$ cat src/rtl/irq_trap_sequencer_if.sv
// Bundles the CSR port, the core PC/trap handshake and the interrupt
// controller handshake of irq_trap_sequencer into one interface.
// "slave" is the sequencer's view; "master" is the core/controller side.
interface irq_trap_sequencer_if;
    logic        csr_we_i;
    logic [11:0] csr_addr_i;
    logic [31:0] csr_wdata_i;
    logic [31:0] csr_rdata_o;
    logic [31:0] pc_i;
    logic        stall_i;
    logic        mret_i;
    logic        irq_pending_i;
    logic [31:0] irq_cause_i;
    logic [31:0] mie_o;
    logic        irq_done_o;
    logic        trap_o;
    logic [31:0] trap_pc_o;
    logic        in_handler_o;

    modport slave (
        input  csr_we_i, csr_addr_i, csr_wdata_i, pc_i, stall_i, mret_i,
               irq_pending_i, irq_cause_i,
        output csr_rdata_o, mie_o, irq_done_o, trap_o, trap_pc_o, in_handler_o
    );

    modport master (
        output csr_we_i, csr_addr_i, csr_wdata_i, pc_i, stall_i, mret_i,
               irq_pending_i, irq_cause_i,
        input  csr_rdata_o, mie_o, irq_done_o, trap_o, trap_pc_o, in_handler_o
    );
endinterface

$ cat src/rtl/irq_trap_sequencer.sv
// Machine-mode trap sequencer: accepts an interrupt, saves the PC/cause,
// redirects fetch to the handler, and on mret restores state, redirects
// back and pulses service-done. Also holds the machine interrupt CSRs.
module irq_trap_sequencer #(
    parameter logic [31:0] RESET_MTVEC = 32'h0000_0000,
    parameter int unsigned HOLDOFF     = 1
) (
    input  logic                  clk_i,
    input  logic                  rst_ni,
    irq_trap_sequencer_if.slave   bus
);
    localparam logic [11:0] ADDR_MSTATUS  = 12'h300;
    localparam logic [11:0] ADDR_MIE      = 12'h304;
    localparam logic [11:0] ADDR_MTVEC    = 12'h305;
    localparam logic [11:0] ADDR_MSCRATCH = 12'h340;
    localparam logic [11:0] ADDR_MEPC     = 12'h341;
    localparam logic [11:0] ADDR_MCAUSE   = 12'h342;
    localparam logic [1:0]  HOLDOFF_INIT  = HOLDOFF[1:0];
    localparam logic [31:0] MTVEC_RESET   = {RESET_MTVEC[31:2], 1'b0, RESET_MTVEC[0]};

    typedef enum logic [1:0] {IDLE, ENTER, HANDLER, RETURN} state_t;

    state_t      state_r, state_next_s;
    logic        mstatus_mie_r, mstatus_mpie_r;
    logic [31:0] mie_r, mtvec_r, mscratch_r, mepc_r, mcause_r;
    logic [1:0]  holdoff_r;
    logic        accept_s, trap_s, done_s;
    logic [31:0] trap_pc_s, rdata_s;

    // Handler entry address: aligned base, plus 4*cause code in vectored mode.
    function automatic logic [31:0] trap_vector(input logic [31:0] tvec,
                                                input logic [4:0]  code);
        logic [31:0] offset;
        if (tvec[0]) begin
            offset = {25'd0, code, 2'b00};
        end else begin
            offset = 32'h0000_0000;
        end
        return {tvec[31:2], 2'b00} + offset;
    endfunction

    assign accept_s = (state_r == IDLE) && bus.irq_pending_i && mstatus_mie_r &&
                      !bus.stall_i && (holdoff_r == 2'd0);

    // State register.
    always_ff @(posedge clk_i or negedge rst_ni) begin
        if (!rst_ni) begin
            state_r <= IDLE;
        end else begin
            state_r <= state_next_s;
        end
    end

    // Next-state and trap/done strobe decode.
    always_comb begin
        state_next_s = state_r;
        trap_s       = 1'b0;
        trap_pc_s    = 32'h0000_0000;
        done_s       = 1'b0;
        case (state_r)
            IDLE: begin
                if (accept_s) begin
                    state_next_s = ENTER;
                end else begin
                    state_next_s = IDLE;
                end
            end
            ENTER: begin
                trap_s       = 1'b1;
                trap_pc_s    = trap_vector(mtvec_r, mcause_r[4:0]);
                state_next_s = HANDLER;
            end
            HANDLER: begin
                if (bus.mret_i) begin
                    state_next_s = RETURN;
                end else begin
                    state_next_s = HANDLER;
                end
            end
            RETURN: begin
                trap_s       = 1'b1;
                trap_pc_s    = mepc_r;
                done_s       = 1'b1;
                state_next_s = IDLE;
            end
            default: begin
                state_next_s = IDLE;
            end
        endcase
    end

    // Holdoff counter: armed on return, counts down through IDLE cycles.
    always_ff @(posedge clk_i or negedge rst_ni) begin
        if (!rst_ni) begin
            holdoff_r <= 2'd0;
        end else if (state_r == RETURN) begin
            holdoff_r <= HOLDOFF_INIT;
        end else if ((state_r == IDLE) && (holdoff_r != 2'd0)) begin
            holdoff_r <= holdoff_r - 2'd1;
        end else begin
            holdoff_r <= holdoff_r;
        end
    end

    // Software-only CSRs: mie, mtvec, mscratch.
    always_ff @(posedge clk_i or negedge rst_ni) begin
        if (!rst_ni) begin
            mie_r      <= 32'h0000_0000;
            mtvec_r    <= MTVEC_RESET;
            mscratch_r <= 32'h0000_0000;
        end else if (bus.csr_we_i) begin
            case (bus.csr_addr_i)
                ADDR_MIE:      mie_r      <= bus.csr_wdata_i;
                ADDR_MTVEC:    mtvec_r    <= {bus.csr_wdata_i[31:2], 1'b0, bus.csr_wdata_i[0]};
                ADDR_MSCRATCH: mscratch_r <= bus.csr_wdata_i;
                default: begin
                    mie_r      <= mie_r;
                    mtvec_r    <= mtvec_r;
                    mscratch_r <= mscratch_r;
                end
            endcase
        end else begin
            mie_r      <= mie_r;
            mtvec_r    <= mtvec_r;
            mscratch_r <= mscratch_r;
        end
    end

    // Trap-state CSRs: hardware entry/return take priority over software writes.
    always_ff @(posedge clk_i or negedge rst_ni) begin
        if (!rst_ni) begin
            mstatus_mie_r  <= 1'b0;
            mstatus_mpie_r <= 1'b0;
            mepc_r         <= 32'h0000_0000;
            mcause_r       <= 32'h0000_0000;
        end else if (accept_s) begin
            mepc_r         <= {bus.pc_i[31:2], 2'b00};
            mcause_r       <= bus.irq_cause_i;
            mstatus_mpie_r <= mstatus_mie_r;
            mstatus_mie_r  <= 1'b0;
        end else if (state_r == RETURN) begin
            mstatus_mie_r  <= mstatus_mpie_r;
            mstatus_mpie_r <= 1'b1;
        end else if (bus.csr_we_i) begin
            case (bus.csr_addr_i)
                ADDR_MSTATUS: begin
                    mstatus_mie_r  <= bus.csr_wdata_i[3];
                    mstatus_mpie_r <= bus.csr_wdata_i[7];
                end
                ADDR_MEPC:   mepc_r   <= {bus.csr_wdata_i[31:2], 2'b00};
                ADDR_MCAUSE: mcause_r <= bus.csr_wdata_i;
                default: begin
                    mstatus_mie_r  <= mstatus_mie_r;
                    mstatus_mpie_r <= mstatus_mpie_r;
                    mepc_r         <= mepc_r;
                    mcause_r       <= mcause_r;
                end
            endcase
        end else begin
            mstatus_mie_r  <= mstatus_mie_r;
            mstatus_mpie_r <= mstatus_mpie_r;
            mepc_r         <= mepc_r;
            mcause_r       <= mcause_r;
        end
    end

    // CSR read mux; unimplemented addresses read zero.
    always_comb begin
        rdata_s = 32'h0000_0000;
        case (bus.csr_addr_i)
            ADDR_MSTATUS:  rdata_s = {24'd0, mstatus_mpie_r, 3'b000, mstatus_mie_r, 3'b000};
            ADDR_MIE:      rdata_s = mie_r;
            ADDR_MTVEC:    rdata_s = mtvec_r;
            ADDR_MSCRATCH: rdata_s = mscratch_r;
            ADDR_MEPC:     rdata_s = mepc_r;
            ADDR_MCAUSE:   rdata_s = mcause_r;
            default:       rdata_s = 32'h0000_0000;
        endcase
    end

    assign bus.csr_rdata_o  = rdata_s;
    assign bus.mie_o        = mie_r;
    assign bus.trap_o       = trap_s;
    assign bus.trap_pc_o    = trap_pc_s;
    assign bus.irq_done_o   = done_s;
    assign bus.in_handler_o = (state_r != IDLE);
endmodule

$ cat src/flat_wrapper.sv
// flat-port wrapper written by rule: the top's interface ports become plain ports
module irq_trap_sequencer_flat 
#(
    parameter logic [31:0] RESET_MTVEC = 32'h0000_0000,
    parameter int unsigned HOLDOFF     = 1
)
  (clk_i, rst_ni, bus_csr_we_i, bus_csr_addr_i, bus_csr_wdata_i, bus_pc_i, bus_stall_i, bus_mret_i, bus_irq_pending_i, bus_irq_cause_i, bus_csr_rdata_o, bus_mie_o, bus_irq_done_o, bus_trap_o, bus_trap_pc_o, bus_in_handler_o);
  irq_trap_sequencer_if bus_i ();
  input  logic clk_i;
  input  logic rst_ni;
  input wire logic [$bits(bus_i.csr_we_i)-1:0] bus_csr_we_i;
  input wire logic [$bits(bus_i.csr_addr_i)-1:0] bus_csr_addr_i;
  input wire logic [$bits(bus_i.csr_wdata_i)-1:0] bus_csr_wdata_i;
  input wire logic [$bits(bus_i.pc_i)-1:0] bus_pc_i;
  input wire logic [$bits(bus_i.stall_i)-1:0] bus_stall_i;
  input wire logic [$bits(bus_i.mret_i)-1:0] bus_mret_i;
  input wire logic [$bits(bus_i.irq_pending_i)-1:0] bus_irq_pending_i;
  input wire logic [$bits(bus_i.irq_cause_i)-1:0] bus_irq_cause_i;
  output wire logic [$bits(bus_i.csr_rdata_o)-1:0] bus_csr_rdata_o;
  output wire logic [$bits(bus_i.mie_o)-1:0] bus_mie_o;
  output wire logic [$bits(bus_i.irq_done_o)-1:0] bus_irq_done_o;
  output wire logic [$bits(bus_i.trap_o)-1:0] bus_trap_o;
  output wire logic [$bits(bus_i.trap_pc_o)-1:0] bus_trap_pc_o;
  output wire logic [$bits(bus_i.in_handler_o)-1:0] bus_in_handler_o;
  assign bus_i.csr_we_i = bus_csr_we_i;
  assign bus_i.csr_addr_i = bus_csr_addr_i;
  assign bus_i.csr_wdata_i = bus_csr_wdata_i;
  assign bus_i.pc_i = bus_pc_i;
  assign bus_i.stall_i = bus_stall_i;
  assign bus_i.mret_i = bus_mret_i;
  assign bus_i.irq_pending_i = bus_irq_pending_i;
  assign bus_i.irq_cause_i = bus_irq_cause_i;
  assign bus_csr_rdata_o = bus_i.csr_rdata_o;
  assign bus_mie_o = bus_i.mie_o;
  assign bus_irq_done_o = bus_i.irq_done_o;
  assign bus_trap_o = bus_i.trap_o;
  assign bus_trap_pc_o = bus_i.trap_pc_o;
  assign bus_in_handler_o = bus_i.in_handler_o;
  irq_trap_sequencer #(.RESET_MTVEC(RESET_MTVEC), .HOLDOFF(HOLDOFF)) u_core (.clk_i(clk_i), .rst_ni(rst_ni), .bus(bus_i));
endmodule
$ cat config.mk
export PLATFORM = sky130hd
export DESIGN_NAME = irq_trap_sequencer_flat
export DESIGN_NICKNAME = d
export VERILOG_FILES = /design/src/rtl/irq_trap_sequencer_if.sv /design/src/rtl/irq_trap_sequencer.sv /design/src/flat_wrapper.sv
export SDC_FILE = /design/constraint.sdc
export NUM_CORES = 1
export LEC_CHECK = 0
export CAP_MARGIN = 20
export CORE_UTILIZATION = 51
export DETAILED_ROUTE_END_ITERATION = 10
export GPL_TIMING_DRIVEN = 0
export PLACE_DENSITY = 0.82
export SKIP_CTS_REPAIR_TIMING = 1
export SYNTH_ARGS = -nofsm -noshare
export SYNTH_HDL_FRONTEND = slang
export SYNTH_SLANG_ARGS = --single-unit
$ cat constraint.sdc
create_clock -name clk_i -period 3.1 [get_ports clk_i]
set_clock_uncertainty 0.05 [all_clocks]
set_input_delay 0.465 -clock clk_i [delete_from_list [all_inputs] [get_ports clk_i]]
set_output_delay 0.465 -clock clk_i [all_outputs]
set_load 0.005 [all_outputs]
==> impl_metrics.csv <==
group,metric,value,unit
run_status,status,"finished with violations",
run_status,failed_checks,"negative setup slack",
sta,fin_crit_sh,115,%
critical_path,critPathArrivalTime,3060,ps
synthesis,synth_top_family_by_area,"multiplexers",
synthesis,synth_xor_area_share,2.56,%
clock_network,clkSlewWorstSetupHoldPaths,60,ps
synthesis,ys_seq_area_share,45.9,%
synthesis,ys_seq_elements,163,
sta,setup_viol,47,
layout,layout-drive-gt1-share,25.0,%
critical_path,start_kind,"register",
synthesis,synthMuxAreaShare,19.3,%
critical_path,path_max_fanout,7,
place,place_congestion,0.912,
floorplan,num_io_pins,213,
critical_path,rrSetupSlack,100,ps
place,port_buffers,207,
synthesis,synth_top_area_share,45.9,%
worst_hold_path,min_path_cells,1,
global_routing,grt_pass1_vias,8425,
floorplan,initial_core_util,52.9,%
global_routing,grt_max_degree,97,
place,dp_hpwl,21900,um
drt,vias_per_cell,6.76,
worst_hold_path,hold_class,"register to register",
synthesis,synth_warnings,0,
sta,maxSlewViolCount,0,
floorplan,dieArea,18000,sq um
drt,vias,9209,
power_and_ir_drop,p_leak,6.26,nW
floorplan,coreArea,16800,sq um
worst_hold_path,worstHoldStart,"u_core.mscratch_r[16]$_DFFE_PN0P_",
drt,drt-initial-drc-count,1378,
clock_network,clock_latency,440,ps
synthesis,synthAdderAreaFrac,1.63,%
floorplan,num_rows,47,
sta,max_freq,280,MHz
synthesis,synthTopCellsByArea,"dfrtp_1 (46%), mux2_2 (12%), mux2i_1 (7.3%)",
layout,fin_util,76.6,%
power_and_ir_drop,p_per_area,371,nW/um^2
power_and_ir_drop,fin_total_pwr,4.78,mW
synthesis,yosys.area_share.simple,9.45,%
flow_run,maxCapViolations,0,
floorplan,die_h,134,um
synthesis,syn_area_per_cell,10.4,sq um
sta,worst_slack,-473,ps
sta,setup_tns,-9490,ps
critical_path,ff2ff_path_depth,8,
floorplan,fp.dieW,134,um
sta,hold_viol_final,0,
synthesis,async_flop_share,100,%
clock_network,cts_tree,"yes",
global_routing,antenna_found_initial,0,
synthesis,ys_types,50,
synthesis,synth_edf_count,0,
synthesis,synthFlopType,"dfrtp_1",
sta,relSlewSlack,43.8,%
critical_path,r2r_start,"u_core.holdoff_r[1]$_DFFE_PN0P_",
layout,multiInputGateArea,4830,sq um
sta,worst_pin_slew,843,ps
sta,grt_setup_unrepaired,"yes",
synthesis,syn_area,8900,sq um
worst_hold_path,min_to,"u_core.mscratch_r[16]$_DFFE_PN0P_",
critical_path,rr_endpoint,"u_core.mcause_r[12]$_DFFE_PN0P_",
layout,fill_cells,1055,
drt,ant_nets,0,
drt,wl,36700,um
global_routing,overflow,0,
synthesis,yosysTopAreaCell,"dfrtp_1",
clock_network,cts-root-buf,"clkbuf_16",
clock_network,htree_levels,4,
synthesis,synth-compound-area-share,17.3,%
sta,fin_crit,3570,ps
power_and_ir_drop,vdd_drop_max,0.386,mV
clock_network,cts_buffer_depth,2,
clock_network,cts_num_sinks,163,
critical_path,path_class,"register to output port",
layout,syn_to_final_growth,44.7,%
clock_network,cts_inserted_buffers,17,
drt,wl_per_cell,26.9,um
critical_path,endpoint_kind,"output port",
synthesis,synthCells,854,
critical_path,critPathLaunch,"u_core.mtvec_r[0]$_DFFE_PN0P_",
layout,seqCellArea,4080,sq um
global_routing,track_usage,36.6,%
layout,final_nets,1254,
critical_path,critPathRequiredTime,2580,ps
global_routing,grt_pass1_wl,48600,um
drt,post-route-drc-count,0,
place,pre_cts_ws,-1350,ps
drt,dr.pass1.iters,7,
-- sequential cells by signal, summed over array words and instances (netlist names) --
name                   count
u_core.holdoff_r           2
u_core.mepc_r             30
u_core.mtvec_r            31
u_core.mcause_r           32
u_core.mstatus_mie_r       1
u_core.bus.mie_o          32
u_core.mstatus_mpie_r      1
u_core.state_r             2
u_core.mscratch_r         32
-- area by class of cell --
| type | count | area share [%] |
|---|---|---|
| tap | 220 | 2.14 |
| sequential | 163 | 31.7 |
| clock buffer | 21 | 3.65 |
| multi-input combinational | 613 | 37.5 |
| clock inverter | 11 | 0.982 |
| buffer | 66 | 3.69 |
| timing repair buffer | 256 | 20.0 |
| inverter | 12 | 0.350 |
| antenna | 1 | 0.0194 |
-- power breakdown --
group	internal, mW	switching, mW
sequential	2.17	0.0317
combinational	0.203	0.197
clock	1.25	0.929
total	3.62	1.16
-- how the worst max path moves through the flow --
stage / endpoint / depth (start not counted)
2_1_floorplan: bus_trap_pc_o[26] / 10
3_3_place_gp: u_core.mcause_r[18]$_DFFE_PN0P_ / 1
3_5_place_dp: bus_csr_rdata_o[0] / 8
4_1_cts: bus_csr_rdata_o[13] / 8
5_1_grt: bus_trap_pc_o[14] / 12
6_report: bus_trap_pc_o[14] / 12
-- logic make-up (layout without fill, tap and decap cells) --
group                      count (synthesis)  after routing
xor gates and xnor gates                  26             26
and+or+nand+nor                          174            174
muxes                                    160            160
DFF                                      163            163
buffers and inverters                     79            366
AOI/OAI and AO/OA                        240            240
other                                      1              3
adders and majority gates                 11             11
-- worst max-delay path, cell delays in order (launching register included) --
cell and delay [ps]:
dfrtp_2 450, and2_4 180, ha_4 140, inv_2 40, fa_2 370, nand2b_4 180
a21oi_4 210, buf_6 120, buf_6 120, o2111ai_1 140, xor2_1 200, o21ai_1 300
buf_2 180
-- metal layers --
layer	track usage (%)	vias to the layer above	wire length, um
li1	-	3687	-
met4	19.9	0	2330
met1	47.1	4399	12900
met2	56.9	892	16600
met5	0	-	0
met3	8.92	231	4940
-- synthesized netlist by cell type (4+ instances only) --
cell type	number
dfrtp_1	163
mux2_2	95
nor2_1	73
a21oi_1	68
mux2i_1	65
o21ai_0	60
a22oi_1	59
clkbuf_1	47
nand2_1	43
a22o_1	31
xor2_1	15
inv_1	12
xnor2_1	11
ha_1	10
buf_1	9
and2_1	7
nand3_1	7
nand4_1	7
o2111ai_1	7
nor4_1	6
and3_1	5
buf_4	5
nor3_1	5
and4_1	4
nand2b_1	4
-- cell usage in the layout, fill, tap and decap left out, types with 31 or more instances in the layout --
cell	instances
clkdlybuf4s50_1	141
a22o_1	31
nand2_1	42
mux2_2	95
mux2i_1	65
dlymetal6s2s_1	43
a22oi_1	58
a21oi_1	66
nor2_1	69
dfrtp_1	162
o21ai_1	31
buf_4	37
-- through the flow --
step                hold slack, ps  cells  instance area (sq um)
floorplan                      119    855                   8900
global placement               437   1282                  11200
detailed placement             396   1283                  11300
CTS                          -55.5   1315                  11900
global route                   466   1362                  12900
finish                         459   1363                  12900
Power figures use the tool's default switching activity.
